===== config.mk =====
export PLATFORM = sky130hd
export DESIGN_NAME = apb_master_bridge
export DESIGN_NICKNAME = d
export VERILOG_FILES = /design/src/rtl/apb_master_bridge.sv
export SDC_FILE = /design/constraint.sdc
export NUM_CORES = 1
export LEC_CHECK = 0
export ABC_AREA = 1
export CAP_MARGIN = 25
export CORE_UTILIZATION = 43
export DETAILED_ROUTE_END_ITERATION = 6
export GPL_TIMING_DRIVEN = 0
export MAX_ROUTING_LAYER = met4
export PLACE_DENSITY = 0.87
export SYNTH_ARGS = -nofsm -noshare
export SYNTH_HDL_FRONTEND = slang
export SYNTH_SLANG_ARGS = --single-unit
export TNS_END_PERCENT = 50

===== constraint.sdc =====
create_clock -name PCLK -period 4.6 [get_ports PCLK]
set_clock_uncertainty 0.1 [all_clocks]
set_input_delay 0.92 -clock PCLK [delete_from_list [all_inputs] [get_ports PCLK]]
set_output_delay 0.92 -clock PCLK [all_outputs]
set_load 0.1 [all_outputs]

===== src/rtl/apb_master_bridge.sv =====
// Command-to-APB master bridge: one outstanding transfer, decode-error handling and a
// wait-state timeout that aborts stalled ACCESS phases.
module apb_master_bridge #(
   parameter int unsigned NUM_SLAVES = 4,
   parameter int unsigned TIMEOUT    = 16
) (
   input  logic                  PCLK,
   input  logic                  PRESET,
   input  logic                  cmd_valid,
   output logic                  cmd_ready,
   input  logic [31:0]           cmd_addr,
   input  logic                  cmd_write,
   input  logic [31:0]           cmd_wdata,
   input  logic [4:0]            cmd_sel,
   output logic                  rsp_valid,
   output logic [31:0]           rsp_rdata,
   output logic                  rsp_err,
   output logic                  rsp_timeout,
   output logic [31:0]           PADDR,
   output logic                  PWRITE,
   output logic [31:0]           PWDATA,
   output logic [NUM_SLAVES-1:0] PSEL,
   output logic                  PENABLE,
   input  logic [31:0]           PRDATA,
   input  logic                  PREADY,
   input  logic                  PSLVERR
);

   localparam int unsigned CNT_W = 8;

   typedef enum logic [1:0] {S_IDLE, S_SETUP, S_ACCESS, S_DECERR} state_t;

   state_t                r_state, w_state_nxt;
   logic                  r_cmd_ready, w_cmd_ready_nxt;
   logic                  r_rsp_valid, w_rsp_valid_nxt;
   logic [31:0]           r_rsp_rdata, w_rsp_rdata_nxt;
   logic                  r_rsp_err, w_rsp_err_nxt;
   logic                  r_rsp_timeout, w_rsp_timeout_nxt;
   logic [31:0]           r_paddr, w_paddr_nxt;
   logic                  r_pwrite, w_pwrite_nxt;
   logic [31:0]           r_pwdata, w_pwdata_nxt;
   logic [NUM_SLAVES-1:0] r_psel, w_psel_nxt;
   logic                  r_penable, w_penable_nxt;
   logic [CNT_W-1:0]      r_wait_cnt, w_wait_cnt_nxt;

   logic [NUM_SLAVES-1:0] w_sel_onehot;
   logic                  w_sel_ok;
   logic                  w_hs;
   logic                  w_tmo;

   // Slave decode; an out-of-range index yields an all-zero vector
   always_comb begin
      w_sel_onehot = '0;
      for (int i = 0; i < int'(NUM_SLAVES); i++) begin
         if (cmd_sel == 5'(i)) w_sel_onehot[i] = 1'b1;
      end
   end

   assign w_sel_ok = |w_sel_onehot;
   assign w_hs     = cmd_valid & r_cmd_ready;
   // Abort when this wait cycle would bring the counter up to TIMEOUT
   assign w_tmo    = (r_state == S_ACCESS) && !PREADY &&
                     (r_wait_cnt == CNT_W'(TIMEOUT - 1));

   always_ff @(posedge PCLK or posedge PRESET) begin
      if (PRESET) r_state <= S_IDLE;
      else        r_state <= w_state_nxt;
   end

   always_comb begin
      w_state_nxt = r_state;
      case (r_state)
         S_IDLE:   if (w_hs) w_state_nxt = w_sel_ok ? S_SETUP : S_DECERR;
         S_SETUP:  w_state_nxt = S_ACCESS;
         S_ACCESS: if (PREADY || w_tmo) w_state_nxt = S_IDLE;
         S_DECERR: w_state_nxt = S_IDLE;
         default:  w_state_nxt = S_IDLE;
      endcase
   end

   // Next values for the registered outputs, derived from the transition being taken
   always_comb begin
      w_cmd_ready_nxt   = (w_state_nxt == S_IDLE);
      w_penable_nxt     = (w_state_nxt == S_ACCESS);
      w_rsp_valid_nxt   = 1'b0;
      w_rsp_rdata_nxt   = r_rsp_rdata;
      w_rsp_err_nxt     = r_rsp_err;
      w_rsp_timeout_nxt = r_rsp_timeout;
      w_paddr_nxt       = r_paddr;
      w_pwrite_nxt      = r_pwrite;
      w_pwdata_nxt      = r_pwdata;
      w_psel_nxt        = (w_state_nxt == S_IDLE) ? '0 : r_psel;
      w_wait_cnt_nxt    = r_wait_cnt;
      case (r_state)
         S_IDLE: begin
            if (w_hs && w_sel_ok) begin
               w_paddr_nxt  = cmd_addr;
               w_pwrite_nxt = cmd_write;
               w_pwdata_nxt = cmd_wdata;
               w_psel_nxt   = w_sel_onehot;
            end
         end
         S_SETUP: w_wait_cnt_nxt = '0;
         S_ACCESS: begin
            if (PREADY) begin
               w_rsp_valid_nxt   = 1'b1;
               w_rsp_err_nxt     = PSLVERR;
               w_rsp_timeout_nxt = 1'b0;
               w_rsp_rdata_nxt   = r_pwrite ? 32'd0 : PRDATA;
            end else begin
               w_wait_cnt_nxt = r_wait_cnt + CNT_W'(1);
               if (w_tmo) begin
                  w_rsp_valid_nxt   = 1'b1;
                  w_rsp_err_nxt     = 1'b1;
                  w_rsp_timeout_nxt = 1'b1;
                  w_rsp_rdata_nxt   = 32'd0;
               end
            end
         end
         S_DECERR: begin
            w_rsp_valid_nxt   = 1'b1;
            w_rsp_err_nxt     = 1'b1;
            w_rsp_timeout_nxt = 1'b0;
            w_rsp_rdata_nxt   = 32'd0;
         end
         default: ;
      endcase
   end

   always_ff @(posedge PCLK or posedge PRESET) begin
      if (PRESET) begin
         r_cmd_ready   <= 1'b0;
         r_rsp_valid   <= 1'b0;
         r_rsp_rdata   <= '0;
         r_rsp_err     <= 1'b0;
         r_rsp_timeout <= 1'b0;
         r_paddr       <= '0;
         r_pwrite      <= 1'b0;
         r_pwdata      <= '0;
         r_psel        <= '0;
         r_penable     <= 1'b0;
         r_wait_cnt    <= '0;
      end else begin
         r_cmd_ready   <= w_cmd_ready_nxt;
         r_rsp_valid   <= w_rsp_valid_nxt;
         r_rsp_rdata   <= w_rsp_rdata_nxt;
         r_rsp_err     <= w_rsp_err_nxt;
         r_rsp_timeout <= w_rsp_timeout_nxt;
         r_paddr       <= w_paddr_nxt;
         r_pwrite      <= w_pwrite_nxt;
         r_pwdata      <= w_pwdata_nxt;
         r_psel        <= w_psel_nxt;
         r_penable     <= w_penable_nxt;
         r_wait_cnt    <= w_wait_cnt_nxt;
      end
   end

   assign cmd_ready   = r_cmd_ready;
   assign rsp_valid   = r_rsp_valid;
   assign rsp_rdata   = r_rsp_rdata;
   assign rsp_err     = r_rsp_err;
   assign rsp_timeout = r_rsp_timeout;
   assign PADDR       = r_paddr;
   assign PWRITE      = r_pwrite;
   assign PWDATA      = r_pwdata;
   assign PSEL        = r_psel;
   assign PENABLE     = r_penable;

endmodule

After elaboration in Yosys (flattened, before gate mapping)
Cells that the tools add are included.
{"block": "word_totals", "reg_bits": 116, "input_bits": 107, "output_inout_bits": 106, "word_cells": 63}
{"block": "classes", "addsub": 1, "n_eq_ne": 10, "mux": 25, "n_bitwise": 1, "reduce_logical": 14}
{"op": "$mux W32", "n": 3}
{"op": "$pmux W32 S2", "n": 1}
{"op": "$pmux W8 S2", "n": 1}
{"op": "$mux W4", "n": 3}
{"op": "$eq A5 B2 Y1 const B", "n": 2}
{"op": "$mux W1", "n": 9}
{"op": "$add A8 B1 Y8 const B", "n": 1}
{"op": "$eq A8 B4 Y1 const B", "n": 1}
{"op": "$mux W8", "n": 1}
{"op": "$pmux W2 S4", "n": 1}
{"op": "$eq A2 B2 Y1 const B", "n": 3}
{"op": "$mux W2", "n": 3}
{"op": "$pmux W1 S2", "n": 3}
{"op": "$reduce_and A2 Y1", "n": 3}
{"op": "$eq A5 B1 Y1 const B", "n": 1}
{"op": "$logic_not A5 Y1", "n": 1}
{"op": "$logic_not A2 Y1", "n": 2}
{"op": "$reduce_bool A2 Y1", "n": 2}
{"op": "$reduce_or A4 Y1", "n": 1}
{"op": "$logic_and A1 B1 Y1", "n": 3}
{"op": "$ne A3 B3 Y1 const B", "n": 1}
{"op": "$eq A2 B1 Y1 const B", "n": 1}
{"op": "$ne A2 B2 Y1 const B", "n": 1}
{"op": "$and A1 B1 Y1", "n": 1}
{"op": "2 further kinds", "n": 2}

Logic depth before layout (Yosys ltp)
Gate-level depths: netlist of run 1.
{"block": "logic_depth", "depth_word": 10, "mapped_depth": 9, "depth_no_buf": 9}

Worst setup path after synthesis of run 1
Ideal clock, no wire load.
{"block": "synth_timing", "kind": "reg2reg", "start": "register r_cmd_ready, in the netlist cmd_ready", "end": "register r_psel[2], in the netlist PSEL[2]", "setup_time_ns": 0.117, "t_arrival_ns": 1.766, "required_ns": 4.383, "slack_ns": 2.617, "path_stages_with_launch": 8, "n_path_buf": 2, "period_less_slack_ns": 1.983, "path_cell_list": "dfrtp_1 > nand4_1 > nor2_2 > buf_4 > buf_4 > nor2_1 > nand2_1 > nand2_1"}
{"block": "synth_between", "elab_chain_cells": 7, "elab_cells_between_ends": 8, "classes_between": "mux: 5; bitwise: 1; reduce/logical: 2"}
{"element": "start: declaration", "line_no": "34", "text": "logic r_cmd_ready, w_cmd_ready_nxt;"}
{"element": "start signal: assignment", "line_no": "144", "text": "r_cmd_ready <= w_cmd_ready_nxt;"}
{"element": "$and A1 B1 Y1 *", "line_no": "60", "text": "assign w_hs = cmd_valid & r_cmd_ready;"}
{"element": "$mux W2", "line_no": "73", "text": "S_IDLE: if (w_hs) w_state_nxt = w_sel_ok ? S_SETUP : S_DECERR;"}
{"element": "$pmux W2 S4", "line_no": "72", "text": "case (r_state)"}
{"element": "$logic_not A2 Y1", "line_no": "92", "text": "w_psel_nxt = (w_state_nxt == S_IDLE) ? '0 : r_psel;"}
{"element": "$mux W4", "line_no": "92"}
{"element": "$mux W4", "line_no": "96", "text": "if (w_hs && w_sel_ok) begin"}
{"element": "$mux W4 *", "line_no": "94", "text": "case (r_state)"}
{"element": "named net w_psel_nxt[2]", "line_no": "42", "text": "logic [NUM_SLAVES-1:0] r_psel, w_psel_nxt;"}
{"element": "end signal: assignment", "line_no": "152", "text": "r_psel <= w_psel_nxt;"}
{"element": "end: declaration", "line_no": "42"}
The timed path passes the listed nets; every way through them passes the cells marked *.
A chain may end at the register's enable or synchronous reset.

Worst setup path after layout of run 1
{"block": "layout_timing", "start": "register r_cmd_ready, in the netlist cmd_ready", "end": "output port cmd_ready"}
{"element": "end: declaration", "line_no": "10", "text": "output logic cmd_ready,"}
No word-level cell between the ends.

==> key figures, run 1 <==
Clock tree
  • # hold bufs at CTS: 0
  • CTS buffer count: 17
  • CTS clk-pin slew, worst paths: 0.05 ns
  • Root buf cell: clkbuf_16
  • Post-CTS setup buffer count: 0
  • CTS H-tree depth: 4
  • CTS tree: built
  • CTS-repair resized insts: 0
  • Clk sinks: 116
  • Clk Latency, worst-skew pair: 0.41 ns
  • Clock buffer depth: 2

Layout
  • Layout cells sized above 1: 7.71%
  • # fillers: 824
  • Syn-to-layout area delta: 59.2%
  • Multi-input gate area: 0.00166 sq mm
  • Seq. cell area: 0.00290 sq mm
  • Layout Nets: 952
  • # diodes: 0
  • Layout Utilization: 71.8%

Timing
  • WHS: 0.368 ns
  • Setup WS post-layout: 1.64 ns
  • RSZ-0062 raised after global routing: false
  • Max Transition Viols Final: 0
  • Period utilization: 64.3%
  • Tmin final: 2.96 ns
  • Max Fclk: 0.338 GHz
  • # setup viols final: 0
  • Sum Neg Setup Slack: 0 ns
  • Max_slew headroom: 30.4%
  • Hold Fails Final Rpt: 0
  • Slew @ Worst Pin: 1.04 ns

Synth
  • Synth cell types: 24
  • Post-synth top area cell: dfrtp_1
  • Fraction of the mapped netlist area in simple logic gates: 32.0%
  • Largest family of logic cells by synthesized area: simple AND/OR/NAND/NOR gates
  • Synth area leaders: dfrtp_1 (58%), nand2_1 (22%), nand3_1 (4.4%)
  • Top-area cell type share of the netlist area: 58.1%
  • Mapped cell area: 0.00499 sq mm
  • Post-synthesis xor/xnor area fraction: 0.175%
  • Syn. warnings: 0
  • Top-count cell post-synth: nand2_1
  • Main synth FF type: dfrtp_1
  • Commonest cells post-synth: nand2_1 (293), dfrtp_1 (116), inv_1 (57), nor2_1 (47), nand3_1 (44)
  • Syn Area/Cell: 8.16 sq um
  • Synth Area in Compound Gates: 0.827%
  • Ys async rst share: 100%
  • Seq/Total Area, Yosys: 58.1%
  • Adder-Cell Fraction of Synth Area: 0.251%
  • EDFF count, synth: 0
  • Synth Register Bits: 116
  • Syn Inst Count: 612
  • Mux cell area share after synthesis: 0%
  • Syn nets: 720

GRT
  • Overall Global Routing Usage: 23.6%
  • Met3 usage: 6.05%
  • Vias in the first global route: 4,439
  • GRT busiest layer: met2
  • Met2 usage: 39.4%
  • Total gr overflow: 0
  • Largest net degree at the start of global routing: 77
  • Initial antenna violation count: 0
  • GRT met1 Usage: 26.8%
  • First-pass GRT wire length: 20,900 microns

Routing
  • DR pass1 iterations: 4
  • Final WL: 13,300 microns
  • Via Count: 4,582
  • Iteration-0 DRC count of the detailed router: 286
  • Routed Antenna Nets: 0
  • Vias/cell: 4.60
  • WL/cell: 13.4 microns
  • Residual DRC: 0

Floorplanning
  • # rows: 38
  • # IOs: 213
  • Die W: 110 microns
  • Die Ht: 110 microns
  • Core area: 0.0111 sq mm
  • Initial Util: 45.1%
  • Die area: 0.0120 sq mm

Critical path
  • RR Startpoint: r_wait_cnt[0]
  • Crit path DAT: 1.94 ns
  • WP depth: 1
  • CP Max Fanout: 3
  • Buf/Inv on CP: 1
  • Crit. Startpoint: cmd_ready
  • Worst path cell trace: clkdlybuf4s50_1
  • Crit-path slowest cell: clkdlybuf4s50_1
  • Worst Setup Path Type: reg2out
  • Startpoint types: flop
  • Max incr delay on CP: 1.16 ns
  • Worst Reg-to-Reg Cells: 9
  • CP required: 3.58 ns
  • Largest delay contributor family on the critical path: buffers and inverters
  • Worst setup EP type: output pin

Min path
  • Min-Delay Path Class: reg2reg
  • Min-delay src: PWDATA[25]
  • Hold depth: 2

Job
  • Max Cap Violations: 0

Placed design
  • I/O Buffers: 212
  • Placer Congestion: 0.812
  • Post-DP HPWL: 9550 microns
  • DP Worst Slack: 1.99 ns

Run status
  • Outcome: finished clean
tightest hold or removal path: stages (launching register included):
cell and delay [ns]:
dfrtp_1 0.34, nand2_1 0.05, nand2_1 0.05
kinds of logic after synthesis:
| kind of cell | after synthesis |
|---|---|
| DFF | 116 |
| adders and majority gates | 1 |
| AOI/OAI and AO/OA | 8 |
| xor gates and xnor gates | 1 |
| and+or+nand+nor | 397 |
| buffers and inverters | 89 |
layout by cell type (no fill, tap or decap), drive strengths merged:
cell type and instances:
ha 1, inv 61, dfrtp 116, bufinv 4, a21oi 3, nand2 296
nor3 2, nor2 50, clkinv 2, clkinvlp 2, nand4 3, clkbuf 27
buf 25, xor2 1, clkdlybuf4s50 212, o21ai 4, nand3 46, o22ai 1
worst paths after layout:
check	end	slack (ns)
max	cmd_ready	1.64
min	PWDATA[25]	0.37
max reg2reg	rsp_rdata[5]	2.96
min reg2reg	PWDATA[25]	0.37
max in group asynchronous	rsp_rdata[19]	2.91
min in group asynchronous	rsp_rdata[2]	0.81
state kept, by name, summed over array words and instances, names as in the netlist:
register / count
rsp_valid: 1
rsp_rdata: 32
PWDATA: 32
r_state: 2
PWRITE: 1
r_wait_cnt: 8
PSEL: 4
PENABLE: 1
PADDR: 32
cmd_ready: 1
rsp_timeout: 1
rsp_err: 1
metrics by stage:
step | cell area [sq um] | cells
floorplan | 4990 | 612
global placement | 7290 | 964
detailed placement | 7320 | 965
CTS | 7950 | 996
global route | 7950 | 996
finish | 7950 | 996
area by class of cell:
cell class	count	area share [%]
timing repair buffer	213	27.0
clock inverter	8	1.87
tap	140	2.20
multi-input combinational	407	20.9
sequential	116	36.5
clock buffer	23	6.01
buffer	28	2.50
inverter	61	2.94
layer usage:
layer	vias up	wire length, microns	share of wire, %
met5	-	0	0
met4	0	288	2.2
met3	26	803	6.0
met2	165	6790	51
met1	2095	5460	41
li1	2296	-	-
Power of run 1 is left out: the tool's default activity adds up to more than one toggle a clock period on the data nets, which glitch-free logic cannot reach.
==> inputs of run 2 (changes only) <==
- clock period: 4.6 -> 2.8 ns (I/O delays scaled with it)
==> run 2 against run 1 <==
  * Setup slack got worse by 1.4 ns
  * First-iteration DRC count increased by 4.9%
  * Core utilization increased by 0.18 points
  * Die area unchanged
  * Critical path type unchanged
  * Critical endpoint is now PADDR[29]
==> key figures, run 2 (synthesis results as in run 1) <==
Critical path
  • Worst path cell trace: clkdlybuf4s50_1
  • Max incr delay on CP: 1.18 ns (+0.02 ns)
  • RR Startpoint: r_wait_cnt[0]
  • R2R setup slack: 1.12 ns (-1.84 ns)
  • Startpoint types: flop
  • FF-to-FF End: rsp_rdata[13]
  • Worst Reg-to-Reg Cells: 9 (unchanged)
  • CP Max Fanout: 2 (-1)
  • Buf/Inv on CP: 1 (unchanged)
  • Crit-path slowest cell: clkdlybuf4s50_1
  • Crit path DAT: 1.94 ns (about the same)
  • Worst Setup Path Type: reg2out
  • CP required: 2.14 ns (-1.44 ns)
  • Largest delay contributor family on the critical path: buffers and inverters
  • Worst setup EP type: output pin

Placed design
  • Post-DP HPWL: 9630 microns (+0.88%)
  • Placer Congestion: 0.793 (-2.4%)
  • I/O Buffers: 212 (unchanged)
  • DP Worst Slack: 0.559 ns (-1.43 ns)

Routing
  • Via Count: 4,564 (-0.39%)
  • Vias/cell: 4.57 (-0.69%)
  • Residual DRC: 0 (unchanged)
  • Final WL: 13,300 microns (-0.60%)
  • Iteration-0 DRC count of the detailed router: 300 (+4.9%)
  • DR pass1 iterations: 6 (+2)
  • Routed Antenna Nets: 0 (unchanged)
  • WL/cell: 13.3 microns (-0.90%)

Floorplanning
  • Die area: 0.0120 sq mm (unchanged)
  • Die Ht: 110 microns (unchanged)
  • Die W: 110 microns (unchanged)
  • Core area: 0.0111 sq mm (unchanged)
  • # rows: 38 (unchanged)
  • # IOs: 213 (unchanged)
  • Initial Util: 45.1% (unchanged)

Timing
  • RSZ-0062 raised after global routing: false
  • Setup WS post-layout: 0.197 ns (-1.44 ns)
  • Max Fclk: 0.384 GHz
  • Hold Fails Final Rpt: 0 (unchanged)
  • Period utilization: 93.0%
  • Sum Neg Setup Slack: 0 ns (unchanged)
  • # setup viols final: 0 (unchanged)
  • Tmin final: 2.60 ns
  • Max Transition Viols Final: 0 (unchanged)
  • Slew @ Worst Pin: 1.03 ns (-0.00792 ns)
  • Max_slew headroom: 30.9% (+0.53 points)

Layout
  • Most frequent cells in the layout: nand2_1 (293), clkdlybuf4s50_1 (212), dfrtp_1 (116)
  • # diodes: 0 (unchanged)
  • Layout Nets: 954 (+0.21%)
  • Most common cell after layout, fill and taps aside: nand2_1
  • Layout cells sized above 1: 8.38% (+0.67 points)
  • Syn-to-layout area delta: 59.6%

GRT
  • First-pass GRT wire length: 20,700 microns (-0.76%)
  • Vias in the first global route: 4,357 (-1.8%)
  • Overall Global Routing Usage: 23.3% (-0.29 points)
  • Largest net degree at the start of global routing: 43 (-44%)
  • Initial antenna violation count: 0 (unchanged)
  • Total gr overflow: 0 (unchanged)

Clock tree
  • Clk sinks: 116 (unchanged)
  • CTS tree: built
  • Clk Latency, worst-skew pair: 0.40 ns (about the same)
  • CTS-repair resized insts: 0 (unchanged)
  • CTS buffer count: 17 (unchanged)
  • Clock buffer depth: 2 (unchanged)
  • Root buf cell: clkbuf_16
  • CTS clk-pin slew, worst paths: 0.06 ns (about the same)
  • # hold bufs at CTS: 0 (unchanged)
  • Post-CTS setup buffer count: 0 (unchanged)
  • CTS H-tree depth: 4 (unchanged)

Min path
  • Min-Delay Path Class: in2async

Run status
  • Outcome: finished clean

Job
  • Max Cap Violations: 0 (unchanged)
run 2: worst max-delay path by stage:
| stage | start | end | slack, ns | cells after the start |
|---|---|---|---|---|
| 6_report | PADDR[29] | PADDR[29] | 0.20 | 1 |
| 5_1_grt | PADDR[29] | PADDR[29] | 0.14 | 1 |
| 4_1_cts | PADDR[29] | PADDR[29] | 0.16 | 1 |
| 3_5_place_dp | cmd_sel[3] | PSEL[2] | 0.56 | 9 |
| 3_3_place_gp | PRESET | PWDATA[2] | -0.39 | 2 |
| 2_1_floorplan | PRESET | PADDR[0] | 0.73 | 1 |
run 2: layout make-up:
type                       instances  area (sq um)
tap                              140           175
fill                             826          3110
inverter                          61           233
multi-input combinational        407          1660
clock inverter                    14           176
sequential                       116          2900
clock buffer                      18           439
timing repair buffer             215          2180
buffer                            28           199
run 2: through the flow:
step           hold WS (ns)  util (%)  instances  instance area [sq um]
6_report              0.367      71.9        999                   7970
5_1_grt               0.365      71.9        999                   7970
4_1_cts               0.356      71.9        999                   7970
3_5_place_dp          0.357      66.4        967                   7350
3_3_place_gp          0.352      65.8        964                   7290
2_1_floorplan         0.370         -        612                   5000
run 2: routing by layer:
| layer | routed length, microns | GRT usage [%] | up-vias | share of wire, % |
|---|---|---|---|---|
| met5 | 0 | - | - | 0 |
| met1 | 5670 | 28.5 | 2084 | 43 |
| li1 | - | - | 2311 | - |
| met2 | 6580 | 37.3 | 155 | 50 |
| met4 | 179 | 9.33 | 0 | 1.4 |
| met3 | 828 | 5.45 | 14 | 6.2 |
Power of run 2 is left out for the same reason.
==> inputs of run 3 (changes only) <==
- MAX_ROUTING_LAYER: met4 -> unset
==> run 3 against run 2 <==
  * Worst hold slack got worse by 0.0029 ns
  * Sequential share of layout area unchanged
  * Cell count unchanged
  * Largest cell class unchanged
  * Critical path depth did not move
  * Setup slack got worse by 0.012 ns
  * First-iteration DRC count increased by 1.3%
==> key figures, run 3 (synthesis results as in run 1) <==
Run status
  • Outcome: finished clean

Timing
  • Hold Fails Final Rpt: 0 (unchanged)
  • RSZ-0062 raised after global routing: false
  • Period utilization: 93.4% (+0.44 points)
  • Max Fclk: 0.382 GHz (-0.47%)
  • Max_slew headroom: 30.9% (-0.057 points)
  • Slew @ Worst Pin: 1.03 ns (+0.000851 ns)
  • Max Transition Viols Final: 0 (unchanged)
  • # setup viols final: 0 (unchanged)
  • Tmin final: 2.62 ns (+0.0123 ns)

Placed design
  • Placer Congestion: 0.782 (-1.4%)
  • I/O Buffers: 212 (unchanged)
  • Post-DP HPWL: 9630 microns (unchanged)
  • DP Area: 0.00735 sq mm (unchanged)

GRT
  • Initial antenna violation count: 0 (unchanged)
  • Total gr overflow: 0 (unchanged)
  • Overall Global Routing Usage: 22.7% (-0.62 points)
  • Vias in the first global route: 4,343 (-0.32%)
  • Largest net degree at the start of global routing: 43 (unchanged)
  • First-pass GRT wire length: 20,700 microns (+0.10%)

Clock tree
  • Post-CTS setup buffer count: 0 (unchanged)
  • Clk sinks: 116 (unchanged)
  • Clk Latency, worst-skew pair: 0.40 ns (about the same)
  • CTS H-tree depth: 4 (unchanged)
  • Root buf cell: clkbuf_16
  • CTS clk-pin slew, worst paths: 0.06 ns (about the same)
  • Clock buffer depth: 2 (unchanged)
  • CTS buffer count: 17 (unchanged)
  • CTS tree: built
  • # hold bufs at CTS: 0 (unchanged)
  • CTS-repair resized insts: 0 (unchanged)

Routing
  • Via Count: 4,548 (-0.35%)
  • Vias/cell: 4.55 (-0.35%)
  • Final WL: 13,200 microns (-0.20%)
  • Iteration-0 DRC count of the detailed router: 304 (+1.3%)
  • WL/cell: 13.2 microns (-0.20%)
  • Routed Antenna Nets: 0 (unchanged)
  • DR pass1 iterations: 4 (-2)
  • Residual DRC: 0 (unchanged)

Min path
  • Min-Delay Path Class: in2async

Layout
  • # diodes: 0 (unchanged)
  • Syn-to-layout area delta: 59.6% (unchanged)
  • Layout cells sized above 1: 8.38% (unchanged)
  • Layout Nets: 954 (unchanged)
  • Final Cell Area: 0.00797 sq mm (unchanged)
  • Most common cell after layout, fill and taps aside: nand2_1
  • Most frequent cells in the layout: nand2_1 (293), clkdlybuf4s50_1 (212), dfrtp_1 (116)

Critical path
  • Startpoint types: flop
  • CP required: 2.14 ns (about the same)
  • Crit. Startpoint: PADDR[29]
  • Worst setup EP type: output pin
  • Crit-path slowest cell: clkdlybuf4s50_1
  • WP depth: 1 (unchanged)
  • FF-to-FF End: rsp_rdata[13]
  • R2R setup slack: 1.13 ns (about the same)
  • Worst path cell trace: clkdlybuf4s50_1
  • Crit path DAT: 1.96 ns (+0.02 ns)
  • Worst Reg-to-Reg Cells: 9 (unchanged)
  • RR Startpoint: r_wait_cnt[0]
  • Worst Setup Path Type: reg2out
  • Buf/Inv on CP: 1 (unchanged)
  • CP Max Fanout: 2 (unchanged)
  • Worst setup path end: PADDR[29]
  • Max incr delay on CP: 1.18 ns (about the same)
  • Largest delay contributor family on the critical path: buffers and inverters

Floorplanning
  • # rows: 38 (unchanged)
  • Initial Util: 45.1% (unchanged)
  • Core area: 0.0111 sq mm (unchanged)
  • Die area: 0.0120 sq mm (unchanged)
  • # IOs: 213 (unchanged)
  • Die Ht: 110 microns (unchanged)
  • Die W: 110 microns (unchanged)

Job
  • Max Cap Violations: 0 (unchanged)
## run 3: worst min-delay path by stage
stage	from	slack [ns]	cells past startpoint	endpoint
5_1_grt	PRESET	0.36	2	rsp_rdata[0]
4_1_cts	PRESET	0.36	2	rsp_rdata[0]
6_report	PRESET	0.36	2	PADDR[18]
3_5_place_dp	rsp_rdata[14]	0.36	2	rsp_rdata[14]
2_1_floorplan	r_wait_cnt[0]	0.37	1	r_wait_cnt[0]
3_3_place_gp	PADDR[6]	0.35	2	PADDR[6]
## run 3: final cells by class
type,count,area (sq um)
Tap cell,140,175
Clock buffer,18,439
Buffer,28,199
Inverter,61,233
Timing Repair Buffer,215,2180
Fill cell,826,3110
Multi-Input combinational cell,407,1660
Sequential cell,116,2900
Clock inverter,14,176
## run 3: routing by layer
layer | part of all wire (%) | vias to the layer above | global-route usage, %
met5 | 0 | - | 0
met3 | 7.4 | 21 | 7.47
li1 | - | 2310 | -
met4 | 1.8 | 0 | 8.76
met2 | 49 | 162 | 37.2
met1 | 42 | 2055 | 27.7
## run 3: worst register-to-register path, cell delays in order (launching register included)
cell	delay, ns
dfrtp_1	0.40
ha_1	0.23
nand2_2	0.09
nor2_4	0.11
nand3_2	0.09
nand3_4	0.14
nand2_4	0.11
buf_6	0.15
nand2_1	0.07
nand2_1	0.06
## run 3: stage by stage
step | util [%] | instances | TNS, ns | hold WS (ns) | worst slack, ns
global placement | 65.8 | 964 | -44.36 | 0.352 | -0.389
floorplan | - | 612 | 0 | 0.370 | 0.727
detailed placement | 66.4 | 967 | 0 | 0.357 | 0.559
finish | 71.9 | 999 | 0 | 0.364 | 0.185
global route | 71.9 | 999 | 0 | 0.361 | 0.139
CTS | 71.9 | 999 | 0 | 0.356 | 0.156
Power of run 3 is left out for the same reason.
